`src/rtl/udma_hyper_arb_pkg.sv`:
```
// Shared types for the hyperbus uDMA transaction arbiter.
// The request record is sized for the default address and size widths.
// Other widths are zero-extended into it on capture and truncated back out on output.
package udma_hyper_arb_pkg;

    localparam int unsigned ARB_AWIDTH = 12;
    localparam int unsigned ARB_SIZE_W = 16;

    typedef enum logic [1:0] {
        IDLE  = 2'd0,
        ISSUE = 2'd1,
        WAIT  = 2'd2
    } arb_state_e;

    typedef struct packed {
        logic                  rw;
        logic [ARB_AWIDTH-1:0] tx_addr;
        logic [ARB_SIZE_W-1:0] tx_size;
        logic [ARB_AWIDTH-1:0] rx_addr;
        logic [ARB_SIZE_W-1:0] rx_size;
    } req_cfg_t;

    // The id value that means "no transaction in flight".
    function automatic int unsigned idle_id(int unsigned id_width);
        return 32'd1 << id_width;
    endfunction

endpackage

```
`src/rtl/udma_hyper_rr_arbiter.sv`:
```
// Combinational round-robin picker.
// The search starts at channel ptr and wraps modulo NB_CH.
// It returns a one-hot grant, the granted index, and an any-request flag.
module udma_hyper_rr_arbiter #(
    parameter int NB_CH    = 2,
    parameter int ID_WIDTH = 1
) (
    input  logic [NB_CH-1:0]    req,
    input  logic [ID_WIDTH-1:0] ptr,
    output logic [NB_CH-1:0]    gnt,
    output logic [ID_WIDTH-1:0] idx,
    output logic                any
);

    // Walk the channels from ptr, wrapping, and take the first one requesting.
    always_comb begin
        int c;
        gnt = '0;
        idx = '0;
        any = 1'b0;
        for (int k = 0; k < NB_CH; k++) begin
            c = int'(ptr) + k;
            if (c >= NB_CH) c = c - NB_CH;
            if (!any && req[c]) begin
                any    = 1'b1;
                gnt[c] = 1'b1;
                idx    = ID_WIDTH'(c);
            end
        end
    end

endmodule

```
`src/rtl/udma_hyper_trans_arb.sv`:
```
// Round-robin owner of the single hyperbus uDMA transaction slot.
// On a grant it registers the winner's addresses and sizes.
// It then issues a one-cycle toudma pulse and waits for trans_done_i.
// A request whose selected-direction size is zero completes at once, without an issue.
// Optional feature macro: HYPER_ARB_TIMEOUT_EN.
// It adds a watchdog in WAIT that reports err_o to the owner channel.
module udma_hyper_trans_arb
    import udma_hyper_arb_pkg::*;
#(
    parameter int L2_AWIDTH_NOAL = 12,
    parameter int TRANS_SIZE     = 16,
    parameter int NB_CH          = 2,
    parameter int ID_WIDTH       = 1,
    parameter int TIMEOUT_CYCLES = 4096
) (
    input  logic                               clk_i,
    input  logic                               rst_ni,
    input  logic                               cfg_en_i,
    input  logic [NB_CH-1:0]                   req_valid_i,
    output logic [NB_CH-1:0]                   req_ready_o,
    input  logic [NB_CH-1:0]                   req_rw_i,
    input  logic [NB_CH*L2_AWIDTH_NOAL-1:0]    req_tx_addr_i,
    input  logic [NB_CH*TRANS_SIZE-1:0]        req_tx_size_i,
    input  logic [NB_CH*L2_AWIDTH_NOAL-1:0]    req_rx_addr_i,
    input  logic [NB_CH*TRANS_SIZE-1:0]        req_rx_size_i,
    output logic [L2_AWIDTH_NOAL-1:0]          toudma_tx_start_addr_o,
    output logic [TRANS_SIZE-1:0]              toudma_tx_size_o,
    output logic [L2_AWIDTH_NOAL-1:0]          toudma_rx_start_addr_o,
    output logic [TRANS_SIZE-1:0]              toudma_rx_size_o,
    output logic                               toudma_rw_hyper_o,
    output logic                               toudma_trans_valid_o,
    output logic [ID_WIDTH:0]                  toudma_trans_id_o,
    input  logic                               trans_done_i,
    output logic [NB_CH-1:0]                   done_o,
    output logic [NB_CH-1:0]                   err_o,
    output logic                               busy_o
);

    localparam logic [ID_WIDTH:0] IDLE_CODE = (ID_WIDTH+1)'(idle_id(ID_WIDTH));

    arb_state_e          state_q, state_d;
    logic [ID_WIDTH-1:0] ptr_q, owner_q, gnt_idx;
    logic [NB_CH-1:0]    gnt, owner_oh, done_d, done_q, err_d;
    logic                gnt_any, grant, zero_len;
    req_cfg_t            sel_cfg, cfg_q;
    logic [ID_WIDTH:0]   id_q;

    udma_hyper_rr_arbiter #(
        .NB_CH    (NB_CH),
        .ID_WIDTH (ID_WIDTH)
    ) u_rr (
        .req (req_valid_i),
        .ptr (ptr_q),
        .gnt (gnt),
        .idx (gnt_idx),
        .any (gnt_any)
    );

    // Slice out the candidate channel's request fields and flag an empty transfer.
    always_comb begin
        sel_cfg.rw      = req_rw_i[gnt_idx];
        sel_cfg.tx_addr = ARB_AWIDTH'(req_tx_addr_i[int'(gnt_idx)*L2_AWIDTH_NOAL +: L2_AWIDTH_NOAL]);
        sel_cfg.tx_size = ARB_SIZE_W'(req_tx_size_i[int'(gnt_idx)*TRANS_SIZE +: TRANS_SIZE]);
        sel_cfg.rx_addr = ARB_AWIDTH'(req_rx_addr_i[int'(gnt_idx)*L2_AWIDTH_NOAL +: L2_AWIDTH_NOAL]);
        sel_cfg.rx_size = ARB_SIZE_W'(req_rx_size_i[int'(gnt_idx)*TRANS_SIZE +: TRANS_SIZE]);
        zero_len        = sel_cfg.rw ? (sel_cfg.rx_size == '0) : (sel_cfg.tx_size == '0);
    end

    // Decode the current owner index to a one-hot channel vector.
    always_comb begin
        owner_oh          = '0;
        owner_oh[owner_q] = 1'b1;
    end

`ifdef HYPER_ARB_TIMEOUT_EN
    localparam int CNT_W = (TIMEOUT_CYCLES > 2) ? $clog2(TIMEOUT_CYCLES) : 1;
    logic [CNT_W-1:0] cnt_q;
    logic [NB_CH-1:0] err_q;
    // The expiry compare looks at cnt_q, so the pulse lands TIMEOUT_CYCLES after the issue.
    wire expire = (cnt_q == CNT_W'(TIMEOUT_CYCLES - 2));

    // Watchdog: cleared while issuing, counts every cycle spent waiting.
    always_ff @(posedge clk_i or negedge rst_ni) begin
        if (!rst_ni) begin
            cnt_q <= '0;
            err_q <= '0;
        end else begin
            err_q <= err_d;
            if (state_q == ISSUE) cnt_q <= '0;
            else if (state_q == WAIT) cnt_q <= cnt_q + 1'b1;
        end
    end
    assign err_o = err_q;
`else
    assign err_o = '0;
`endif

    // Next-state logic: grant in IDLE, issue for one cycle, wait for completion.
    always_comb begin
        state_d = state_q;
        grant   = 1'b0;
        done_d  = '0;
        err_d   = '0;
        case (state_q)
            IDLE: begin
                if (cfg_en_i && gnt_any) begin
                    grant = 1'b1;
                    if (zero_len) done_d  = gnt;
                    else          state_d = ISSUE;
                end
            end
            ISSUE: state_d = WAIT;
            WAIT: begin
                if (trans_done_i) begin
                    done_d  = owner_oh;
                    state_d = IDLE;
                end
`ifdef HYPER_ARB_TIMEOUT_EN
                else if (expire) begin
                    err_d   = owner_oh;
                    state_d = IDLE;
                end
`endif
            end
            default: state_d = IDLE;
        endcase
    end

    // State, round-robin pointer, owner and captured request registers.
    always_ff @(posedge clk_i or negedge rst_ni) begin
        if (!rst_ni) begin
            state_q <= IDLE;
            ptr_q   <= '0;
            owner_q <= '0;
            cfg_q   <= '0;
            id_q    <= IDLE_CODE;
            done_q  <= '0;
        end else begin
            state_q <= state_d;
            done_q  <= done_d;
            if (grant) begin
                ptr_q   <= (int'(gnt_idx) == NB_CH - 1) ? '0 : gnt_idx + 1'b1;
                owner_q <= gnt_idx;
                cfg_q   <= sel_cfg;
                if (!zero_len) id_q <= {1'b0, gnt_idx};
            end else if (state_q == WAIT && state_d == IDLE) begin
                id_q <= IDLE_CODE;
            end
        end
    end

    assign req_ready_o            = (state_q == IDLE && cfg_en_i) ? gnt : '0;
    assign toudma_trans_valid_o   = (state_q == ISSUE);
    assign toudma_trans_id_o      = id_q;
    assign toudma_rw_hyper_o      = cfg_q.rw;
    assign toudma_tx_start_addr_o = L2_AWIDTH_NOAL'(cfg_q.tx_addr);
    assign toudma_tx_size_o       = TRANS_SIZE'(cfg_q.tx_size);
    assign toudma_rx_start_addr_o = L2_AWIDTH_NOAL'(cfg_q.rx_addr);
    assign toudma_rx_size_o       = TRANS_SIZE'(cfg_q.rx_size);
    assign done_o                 = done_q;
    assign busy_o                 = (state_q != IDLE);

endmodule

```
`config.mk`:
```
export PLATFORM = sky130hd
export DESIGN_NAME = udma_hyper_trans_arb
export DESIGN_NICKNAME = d
export VERILOG_FILES = /design/src/rtl/udma_hyper_arb_pkg.sv /design/src/rtl/udma_hyper_rr_arbiter.sv /design/src/rtl/udma_hyper_trans_arb.sv
export SDC_FILE = /design/constraint.sdc
export NUM_CORES = 1
export LEC_CHECK = 0
export ABC_AREA = 0
export BUFFER_PORTS_ARGS = -buffer_cell sky130_fd_sc_hd__buf_2
export CAP_MARGIN = 20
export CORE_MARGIN = 1
export CORE_UTILIZATION = 30
export DETAILED_ROUTE_END_ITERATION = 10
export PLACE_DENSITY = 0.67
export SETUP_SLACK_MARGIN = 0.02
export SLEW_MARGIN = 20
export SYNTH_ARGS = -nofsm -noshare
export SYNTH_HDL_FRONTEND = slang
export SYNTH_HIERARCHICAL = 1
export SYNTH_SLANG_ARGS = --single-unit
```
`constraint.sdc`:
```
create_clock -name clk_i -period 2.1 [get_ports clk_i]
set_clock_uncertainty 0.2 [all_clocks]
set_input_delay 0.315 -clock clk_i [delete_from_list [all_inputs] [get_ports clk_i]]
set_output_delay 0.315 -clock clk_i [all_outputs]
set_load 0.01 [all_outputs]
```
==> metrics.md <==
| Metric | Value |
|---|---|
| Worst Path Arrival | 2050 ps |
| CTS tree | built |
| Mapped Cells | 321 |
| R2r worst-path depth | 8 |
| NetSw | 1.75 mW |
| DRT iter0 DRCs | 101 |
| Final hold vios | 0 |
| Pre-CTS WS | -103 ps |
| Synth area leaders | dfrtp_1 50%, mux2i_1 18%, o21ai_0 9.0% |
| HP Start | req_tx_addr_i[10] |
| FMAX | 491 MHz |
| Share of the synthesized area in the top cell type | 0.499 |
| DRC errors left | 0 |
| Pleak | approximately 2.4 nW |
| H-tree depth | 3 |
| Num ports | 187 |
| Vias in the first global route | 3,162 |
| Critical path required time | 2120 ps |
| Number of max-cap violations | 0 |
| Routed WL per cell | around 15 µm |
| Ant diodes | 0 |
| Met3 routed WL | 649 µm |
| Total Wirelength | 9480 µm |
| Vias | 3,087 |
| RR Startpoint | ptr_q |
| Initial antenna violation count | 0 |
| DIE HEIGHT | approximately 110 µm |
| Fin crit period | 2040 ps |
| Placed Area | between 4000 and 5000 µm² |
| IO buf count | 184 |
| Setup-failing EPs final | 0 |
| R2R setup slack | 60 ps |
| Pint | 3.03 mW |
| Power share of the clock group | 0.186 |
| Switching share of power | 0.367 |
| Top Metal Used | met4 |
| CORE AREA | 10,400 µm² |
| Crit start category | register |
| Final Net Count | roughly 630 |
| Post-synth EDFFs | 0 |
| Class of the worst hold path | in2reg |
| Largest fanout on the critical path | 4 |
| CP Capture Type | register |
| Worst R2R End | toudma_trans_id_o[0] |
| Critical path endpoint | toudma_trans_id_o[0] |
| Starting density of the core | 0.310 |
| Main synth FF type | dfrtp_1 |
| Number of nets with antenna violations after routing | 0 |
| Commonest cells after routing, fill and taps aside | 184 x buf_2, 64 x dfrtp_1, 61 x nand2_1 |
| Post-DP HPWL | 7180 µm |
| Ys async rst share | 1.00 |
| Clock transition at the registers of the reported paths | 70 ps |
| Critical setup path kind | reg2reg |
| Vias per cell | 4.77 |
| Avg Inst Size Synth | 10.0 µm² |
| Max VDD drop | between 400 and 500 µV |
| Period Utilization, post-route | 0.971 |
| Setup WS post-layout | 61.7 ps |
| CTS sink count | 65 |
| Share of layout cells above drive strength 1 | 0.436 |
| Register bit total from synthesis | 65 |
| Fillers | 1,040 |
| TritonCTS Buffers | 9 |
| GR Overflow Total | 0 |
| Max Slew Vio Count | 0 |
| Unique masters post-synth | 36 |
| Die width | 105 µm |
| Drt pass-1 iters | 4 |
| Clock latency on the worst-skew pair | 330 ps |
| Crit path from | ptr_q |
| Synthesized area | 3210 µm² |
| Die Area | 11,100 µm² |
| Status | complete, no violations |
| Area leader, netlist | dfrtp_1 |
| First-pass GRT wire length | 15,200 µm |
| Sequential cell area fraction in the yosys report | 0.507 |
| GRT Overall Usage | 0.178 |
| CTS root buf | clkbuf_8 |
| Tot Pwr | 4.79 mW |
| Cell row count | 37 |
| Ys Warns | 6 |
| Commonest non-fill, non-tap cell in the layout | buf_2 |
| Clock Tree Buf Depth | 2 |
| GP Congestion | approximately 0.8 |
| Final instance area | roughly 4600 µm² |
| Synthesis-to-layout area growth | 42.2% |
| Flop pwr share | 0.423 |
| Wire length on met2 | 4650 µm |
| RSZ-0062 raised after global routing | true |
| Gate power share | 0.391 |
| Met1 Wirelength | 3910 µm |
| PD cells | 1050 nW/µm² |
| Pin count of the biggest net entering global routing | 53 |
## Yosys cell counts (2+ instances only)
cell       n
a21boi_0   3
a21oi_1    2
and3_1     3
buf_2      4
buf_4      4
buf_6      2
clkbuf_1  11
dfrtp_1   64
inv_1      4
mux2i_1   57
nand2_1   61
nand4_1    4
nor2_1     9
nor3_1     4
nor3b_1    2
nor4_1     7
nor4b_1    3
o21ai_0   58
o22ai_1    2
## worst min-delay path by stage
stage | end | slack [ps] | cells after the start
after floorplan | done_o[0] | -180 | 0
after global placement | ptr_q | 170 | 2
after detailed placement | toudma_tx_start_addr_o[8] | 180 | 2
after CTS | toudma_tx_start_addr_o[3] | 50 | 3
after global routing | toudma_tx_start_addr_o[8] | 70 | 3
final | toudma_tx_start_addr_o[10] | 70 | 3
## logic make-up after synthesis
family | after synthesis | share of synthesized area
and+or+nand+nor | 102 | 0.150
muxes | 57 | 0.178
DFF | 65 | 0.507
buffers and inverters | 25 | 0.0401
AOI/OAI and AO/OA | 71 | 0.124
other | 1 | 0.00117
## power by group through the flow
stage | logic [mW] | clock network (mW) | registers [mW]
final | 1.87 | 0.889 | 2.03
after global routing | 2.09 | 0.988 | 2.09
after CTS | 1.88 | 0.936 | 2.03
after detailed placement | 1.86 | 0 | 2.05
after global placement | 1.82 | 0 | 2.03
after floorplan | 0.725 | 0 | 2.28
## state kept, by name (all words and copies together), names as in the netlist
signal and cells:
toudma_rx_size_o 16, toudma_tx_size_o 16, toudma_rx_start_addr_o 12, state_q 2, toudma_rw_hyper_o 1, toudma_tx_start_addr_o 12
owner_q 1, ptr_q 1, toudma_trans_id_o 2, done_o 2
## what timing repair did
item | CTS | global route
hold buffers | 1 | 0
resized for setup | 3 | 7
hold endpoints to repair | 64 | 0
setup endpoints to repair | 4 | 6
pin swaps | 3 | 10
buffers inserted | 4 | 1
## critical path: stages, from the launching register on
cell and delay (ps):
dfrtp_1 400, inv_2 80, a21boi_4 80, buf_4 140, nor4_2 260, nand4_1 170
a221oi_4 380, o21ai_1 90, o2bb2ai_1 120
## routing by layer
| layer | global-route usage | vias up |
|---|---|---|
| met3 | 0.0365 | 21 |
| met2 | 0.306 | 147 |
| met1 | 0.212 | 1420 |
| met4 | 0.0825 | 0 |
| li1 | - | 1499 |
| met5 | 0 | - |
## through the flow
stage	hold slack, ps	util	TNS, ps	std cells
after floorplan	-181	-	0	322
after global placement	166	0.416	-8.28	628
after detailed placement	178	0.416	-261	628
after CTS	51.5	0.436	0	646
after global routing	70.6	0.440	-60.0	647
final	67.7	0.440	0	647
## area by class of cell
type                       instances  area [µm²]  area share
sequential                        65        1630       0.357
clock inverter                     1        5.00     0.00110
inverter                           4        15.0     0.00329
tap                              136         170      0.0373
timing repair buffer             197        1070       0.235
clock buffer                      12         145      0.0318
multi-input combinational        232        1530       0.335
Note: power is estimated with default switching activity, not from simulation.
